**src/rtl/core_pkg.sv**
```systemverilog
`default_nettype none
// ============================================================================
//  Module      : core_pkg
//  Description : Shared core constants and types for the register
//                scoreboard (register address width, register count and
//                default pending-write depth).
//  Revision    : 1.0  initial release
// ============================================================================
package core_pkg;

    localparam int REG_AW       = 4;
    localparam int NREG         = 16;
    localparam int MAX_PEND_DEF = 3;

    typedef logic [REG_AW-1:0] reg_addr_t;

endpackage : core_pkg
`default_nettype wire

```
**src/rtl/core_arf_sb_cnt.sv**
```systemverilog
`default_nettype none
// ============================================================================
//  Module      : core_arf_sb_cnt
//  Description : Pending-write counter for one architectural register.
//                Adds one accepted issue and subtracts up to W_PORTS
//                writebacks per cycle. It saturates at zero and flags
//                underflow. A flush clears the count and masks underflow.
//  Revision    : 1.0  initial release
// ============================================================================
module core_arf_sb_cnt #(
    parameter int MAX_PEND = core_pkg::MAX_PEND_DEF,
    parameter int DW       = 2,
    parameter int CW       = $clog2(MAX_PEND + 1)
) (
    input  logic          clk_i,
    input  logic          rst_ni,
    input  logic          i_inc,
    input  logic [DW-1:0] i_dec,
    input  logic          i_flush,
    output logic [CW-1:0] o_cnt,
    output logic          o_busy,
    output logic          o_underflow
);

    // Wide enough to hold cnt + inc and the full decrement without wrap
    localparam int c_SW = CW + DW + 1;

    logic [CW-1:0]   r_cnt;
    logic [c_SW-1:0] w_sum;
    logic [c_SW-1:0] w_dec;
    logic            w_under;

    // Next-count arithmetic and underflow detection
    always_comb begin
        w_sum   = c_SW'(r_cnt) + c_SW'(i_inc);
        w_dec   = c_SW'(i_dec);
        w_under = (w_dec > w_sum);
    end

    // Counter register: reset/flush clear it, underflow saturates at zero
    always_ff @(posedge clk_i) begin
        if (!rst_ni || i_flush) begin
            r_cnt <= '0;
        end else if (w_under) begin
            r_cnt <= '0;
        end else begin
            r_cnt <= CW'(w_sum - w_dec);
        end
    end

    assign o_cnt       = r_cnt;
    assign o_busy      = (r_cnt != '0);
    assign o_underflow = w_under & ~i_flush;

endmodule : core_arf_sb_cnt
`default_nettype wire

```
**src/rtl/core_arf_sb.sv**
```systemverilog
`default_nettype none
// ============================================================================
//  Module      : core_arf_sb
//  Description : Register scoreboard between decode and the register-file
//                write ports. It counts in-flight writes per register and
//                holds decode on RAW and pending-write overflow hazards.
//                Optional macro CORE_ARF_SB_BYPASS_EN lets this cycle's
//                writebacks clear source hazards in the same cycle, which
//                relies on the forwarding path.
//  Revision    : 1.0  initial release
// ============================================================================
module core_arf_sb #(
    parameter int NREG     = core_pkg::NREG,
    parameter int MAX_PEND = core_pkg::MAX_PEND_DEF,
    parameter int W_PORTS  = 2
) (
    input  logic                                clk_i,
    input  logic                                rst_ni,
    input  logic                                iss_valid_i,
    input  logic [core_pkg::REG_AW-1:0]         iss_rs_i,
    input  logic [core_pkg::REG_AW-1:0]         iss_rt_i,
    input  logic                                iss_rs_use_i,
    input  logic                                iss_rt_use_i,
    input  logic [core_pkg::REG_AW-1:0]         iss_rd_i,
    input  logic                                iss_rd_we_i,
    output logic                                iss_ready_o,
    input  logic [W_PORTS-1:0]                  wb_en_i,
    input  logic [W_PORTS*core_pkg::REG_AW-1:0] wb_addr_i,
    input  logic                                flush_i,
    output logic [NREG-1:0]                     busy_o,
    output logic                                err_o
);

    import core_pkg::*;

    localparam int c_CW = $clog2(MAX_PEND + 1);
    localparam int c_DW = $clog2(W_PORTS + 1);

    logic [c_DW-1:0] w_dec [NREG];
    logic [c_CW-1:0] w_cnt [NREG];
    logic [NREG-1:0] w_inc;
    logic [NREG-1:0] w_underflow;
    logic [NREG-1:0] w_busy_src;
    logic            w_rs_haz;
    logic            w_rt_haz;
    logic            w_rd_haz;
    logic            w_accept;
    logic            r_err;

    // Count how many writeback ports retire into each register this cycle
    always_comb begin
        for (int i = 0; i < NREG; i++) begin
            w_dec[i] = '0;
            for (int j = 0; j < W_PORTS; j++) begin
                if (wb_en_i[j] && (wb_addr_i[j*REG_AW +: REG_AW] == reg_addr_t'(i))) begin
                    w_dec[i] = w_dec[i] + c_DW'(1);
                end
            end
        end
    end

    // Hazard detection, issue handshake and destination increment decode
    always_comb begin
        w_rs_haz    = iss_rs_use_i & w_busy_src[iss_rs_i];
        w_rt_haz    = iss_rt_use_i & w_busy_src[iss_rt_i];
        w_rd_haz    = iss_rd_we_i & (w_cnt[iss_rd_i] == c_CW'(MAX_PEND));
        iss_ready_o = ~flush_i & rst_ni & ~(w_rs_haz | w_rt_haz | w_rd_haz);
        w_accept    = iss_valid_i & iss_ready_o;
        for (int i = 0; i < NREG; i++) begin
            w_inc[i] = w_accept & iss_rd_we_i & (iss_rd_i == reg_addr_t'(i));
        end
    end

    generate
        for (genvar g = 0; g < NREG; g++) begin : g_cnt
            core_arf_sb_cnt #(
                .MAX_PEND (MAX_PEND),
                .DW       (c_DW),
                .CW       (c_CW)
            ) u_cnt (
                .clk_i       (clk_i),
                .rst_ni      (rst_ni),
                .i_inc       (w_inc[g]),
                .i_dec       (w_dec[g]),
                .i_flush     (flush_i),
                .o_cnt       (w_cnt[g]),
                .o_busy      (busy_o[g]),
                .o_underflow (w_underflow[g])
            );

`ifdef CORE_ARF_SB_BYPASS_EN
            // Source is free once this cycle's writebacks cover every pending write
            assign w_busy_src[g] = ((c_CW + c_DW + 1)'(w_cnt[g]) - (c_CW + c_DW + 1)'(w_dec[g])) != '0;
`else
            // Source is free only after the count has registered as zero
            assign w_busy_src[g] = busy_o[g];
`endif
        end
    endgenerate

    // Sticky protocol error, cleared only by reset
    always_ff @(posedge clk_i) begin
        if (!rst_ni) begin
            r_err <= 1'b0;
        end else if (|w_underflow) begin
            r_err <= 1'b1;
        end
    end

    assign err_o = r_err;

endmodule : core_arf_sb
`default_nettype wire
```
**config.mk**
```make
export PLATFORM = sky130hd
export DESIGN_NAME = core_arf_sb
export DESIGN_NICKNAME = d
export VERILOG_FILES = /design/src/rtl/core_pkg.sv /design/src/rtl/core_arf_sb_cnt.sv /design/src/rtl/core_arf_sb.sv
export SDC_FILE = /design/constraint.sdc
export NUM_CORES = 1
export LEC_CHECK = 0
export CAP_MARGIN = 40
export CELL_PAD_IN_SITES_DETAIL_PLACEMENT = 1
export CELL_PAD_IN_SITES_GLOBAL_PLACEMENT = 2
export CORE_ASPECT_RATIO = 0.8
export CORE_MARGIN = 8
export CORE_UTILIZATION = 38
export CTS_CLUSTER_SIZE = 40
export DETAILED_ROUTE_END_ITERATION = 16
export PLACE_DENSITY = 0.86
export SLEW_MARGIN = 40
export SYNTH_ARGS = -nofsm -noshare
export SYNTH_HDL_FRONTEND = slang
export SYNTH_SLANG_ARGS = --single-unit
```
**constraint.sdc**
```tcl
create_clock -name clk_i -period 10.48 [get_ports clk_i]
set_input_delay 2.62 -clock clk_i [delete_from_list [all_inputs] [get_ports clk_i]]
set_output_delay 2.62 -clock clk_i [all_outputs]
set_load 0.005 [all_outputs]
```
==> flow_metrics.env <==
export IMPL_outcome="completed"
export IMPL_setup_viol=0
export IMPL_vdd_ir_drop_max_v=0.00004625
export IMPL_syn_area_mm2=0.004088
export IMPL_cp_arrival_ns=5.38
export IMPL_fin_nets=632
export IMPL_cts_clk_slew_worst_paths_ns=0.05
export IMPL_multi_input_area_mm2=0.003028
export IMPL_syn_inst=477
export IMPL_hp_class="reg2reg"
export IMPL_fin_area_mm2=0.004708
export IMPL_synth_xor_area_frac=0.03428
export IMPL_route_vias_total=3453
export IMPL_first_pass_iters=4
export IMPL_cts_tree="built"
export IMPL_synth_seq_cells=33
export IMPL_holdCritStartpoint="err_o$_SDFFE_PN0P_"
export IMPL_dieArea_mm2=0.01435
export IMPL_r2r_start="g_cnt[12].u_cnt.o_cnt[1]$_SDFF_PP0_"
export IMPL_post_cts_buffers=0
export IMPL_hold_viol_final=0
export IMPL_tightestPinTransition_ns=0.6846
export IMPL_reg2reg_depth=15
export IMPL_finClkSkew_ns=0.008709
export IMPL_p_int_mw=0.2594
export IMPL_rsz0062_at_grt="no"
export IMPL_clock_latency_ns=0.29
export IMPL_postCtsHoldBufs=0
export IMPL_slew_violations=0
export IMPL_holdPathEnd="err_o$_SDFFE_PN0P_"
export IMPL_r2r_setup_slack_ns=6.25
export IMPL_synthAdderAreaFrac=0.2938
export IMPL_highest_layer="met4"
export IMPL_core_mm2=0.01068
export IMPL_drtAntennaViolNets=0
export IMPL_wirelength_um=12220
export IMPL_grt_total_usage=0.1756
export IMPL_fmax_mhz=125.0
export IMPL_cp_end_kind="primary output"
export IMPL_ys_types=42
export IMPL_overflow=0
export IMPL_final_util=0.4409
export IMPL_period_share=0.7636
export IMPL_ys_seq_area_frac=0.1616
export IMPL_antenna_found_initial=0
export IMPL_maxCapViolCount=0
export IMPL_route_met2_wl_um=5606
export IMPL_tns_ns=0
export IMPL_dieHeight_um=108.8
export IMPL_n_antenna_cell=0
export IMPL_power_mw=0.3657
export IMPL_seq_area_um2=660.6
export IMPL_area_growth_pct=15.18
export IMPL_cts_buffer_depth=2
export IMPL_grt_pass1_wl_um=19790
export IMPL_fin_cells=651
export IMPL_clock_power_share=0.415
export IMPL_critPathLaunchType="input port"
export IMPL_cts_resized=0
export IMPL_clock_sinks=33
export IMPL_dp_cells=643
export IMPL_whs_path_depth=2
export IMPL_holdWs_ns=0.4663
export IMPL_synth_ff_type="dfxtp_1"
export IMPL_synth_edf_count=0
export IMPL_dr_wl_met3_um=565
export IMPL_synth_compound_area_frac=0.06948
export IMPL_synth_top_family_by_area="adder cells"
export IMPL_setup_slack_ns=2.478
export IMPL_crit_type="in2out"
export IMPL_muxShareOfSynthArea=0.09948
export IMPL_cts_buffers_inserted=5
export IMPL_gp_congestion=0.8798
export IMPL_grt_pass1_vias=3591
export IMPL_drive_above_1_share=0.08481
export IMPL_power_leakage_nw=2.082
export IMPL_wl_met1_um=5884
export IMPL_drc=0
export IMPL_switching_share=0.2907
export IMPL_power_frac_comb=0.227
export IMPL_seqPwrFrac=0.358
export IMPL_grt_max_degree=18
export IMPL_detail_route_wl_per_cell_um=18.78
export IMPL_p_per_area_mw_per_mm2=77.67
export IMPL_post_dp_hpwl_um=10590
export IMPL_r2r_end="err_o$_SDFFE_PN0P_"
export IMPL_place_area_mm2=0.004554
export IMPL_io_pins=47
export IMPL_synthArstFlopShare=0
export IMPL_syn_nets=602
export IMPL_cp_required_ns=7.86
export IMPL_row_count=34
export IMPL_nFillCells=1260
export IMPL_initial_core_util=0.3828
export IMPL_portBuffers=46
export IMPL_dp_slack_ns=2.303
export IMPL_worstPathMaxFanout=11
export IMPL_cts_root_buffer="clkbuf_16"
export IMPL_p_sw_mw=0.1063
export IMPL_syn_mean_instance_area_um2=8.570
export IMPL_htree_levels=2
export IMPL_vias_per_cell=5.304
export IMPL_drt_initial_drc_count=145
export IMPL_fp_dieW_um=132.0
export IMPL_fin_crit_ns=8.002
export IMPL_ys_warnings_count=0
export IMPL_yosys_area_share_simple=0.2436
export IMPL_max_slew_margin_rel=0.5427
[sequential cells by signal, indices dropped and copies added (netlist names)]
| name | flops |
|---|---|
| err_o | 1 |
| g_cnt.u_cnt.o_cnt | 32 |
[placed cells by master (no fill, tap or decap), types with 7 or more instances in the layout]
| master | Yosys | final |
|---|---|---|
| ha_1 | 96 | 96 |
| nor2_1 | 58 | 58 |
| inv_1 | 53 | 53 |
| clkdlybuf4s50_1 | 0 | 46 |
| dfxtp_1 | 33 | 33 |
| nor2b_1 | 22 | 22 |
| nand3_1 | 20 | 20 |
| nand2_1 | 19 | 19 |
| a21oi_1 | 17 | 17 |
| o21ai_0 | 16 | 16 |
| xor2_1 | 16 | 16 |
| mux2i_1 | 14 | 14 |
| nor4_2 | 10 | 10 |
| or2_1 | 8 | 8 |
| nor3_1 | 8 | 8 |
| or2_2 | 7 | 7 |
[kinds of logic after synthesis]
group | count (synthesis)
adders and majority gates | 96
DFF | 33
buffers and inverters | 81
and+or+nand+nor | 182
xor gates and xnor gates | 16
AOI/OAI and AO/OA | 44
muxes | 25
[synth_stat cells, drive strengths merged (11+ instances only)]
cell type  number  area [µm²]
nand3          20       100.1
or2            16       102.6
xor2           16       140.1
o21ai          17       85.08
mux4           11       266.5
nor2           58       217.7
ha             96        1201
buf            22       167.7
nor4           16       162.7
a21oi          17       85.08
nor2b          22       137.6
mux2i          14       140.1
inv            53       198.9
nand2          19       71.32
dfxtp          33       660.6
[power groups by stage]
stage	sequential, mW	combinational [mW]	clock [mW]
after floorplan	0.132	0.0517	0
after CTS	0.131	0.0829	0.155
final	0.131	0.0832	0.152
after global routing	0.131	0.0914	0.159
after global placement	0.133	0.0795	0
after detailed placement	0.134	0.0825	0
[critical path: stages]
cell,delay (ns)
clkdlybuf4s50_1,0.71
mux4_1,0.60
a22oi_1,0.23
a22oi_2,0.20
nor4b_1,0.42
clkdlybuf4s50_1,0.59
[cell type report]
type                    instances  share of cell area
well taps                     144             0.03827
repair buffers                 50              0.1042
clock buffers                   6             0.02950
multi-input cells             363              0.6431
inverters                      54             0.04305
clock inverters                 1            0.001594
flip-flops and latches         33              0.1403
[worst max-delay path by stage]
stage,to,slack (ns),start,cells after the start
finish,iss_ready_o,2.48,iss_rd_i[0],6
global route,iss_ready_o,2.30,iss_rd_i[0],6
CTS,iss_ready_o,2.29,iss_rs_i[3],7
detailed placement,iss_ready_o,2.30,iss_rs_i[3],7
global placement,iss_ready_o,2.42,iss_rs_i[3],7
floorplan,iss_ready_o,3.90,iss_rd_i[0],5
[per-layer routing]
metal	vias to the layer above	global-route usage
li1	1700	-
met1	1648	0.2266
met2	90	0.2963
met3	15	0.03269
met4	0	0.04906
met5	-	0
No activity file was read; power rests on OpenSTA's default activity.
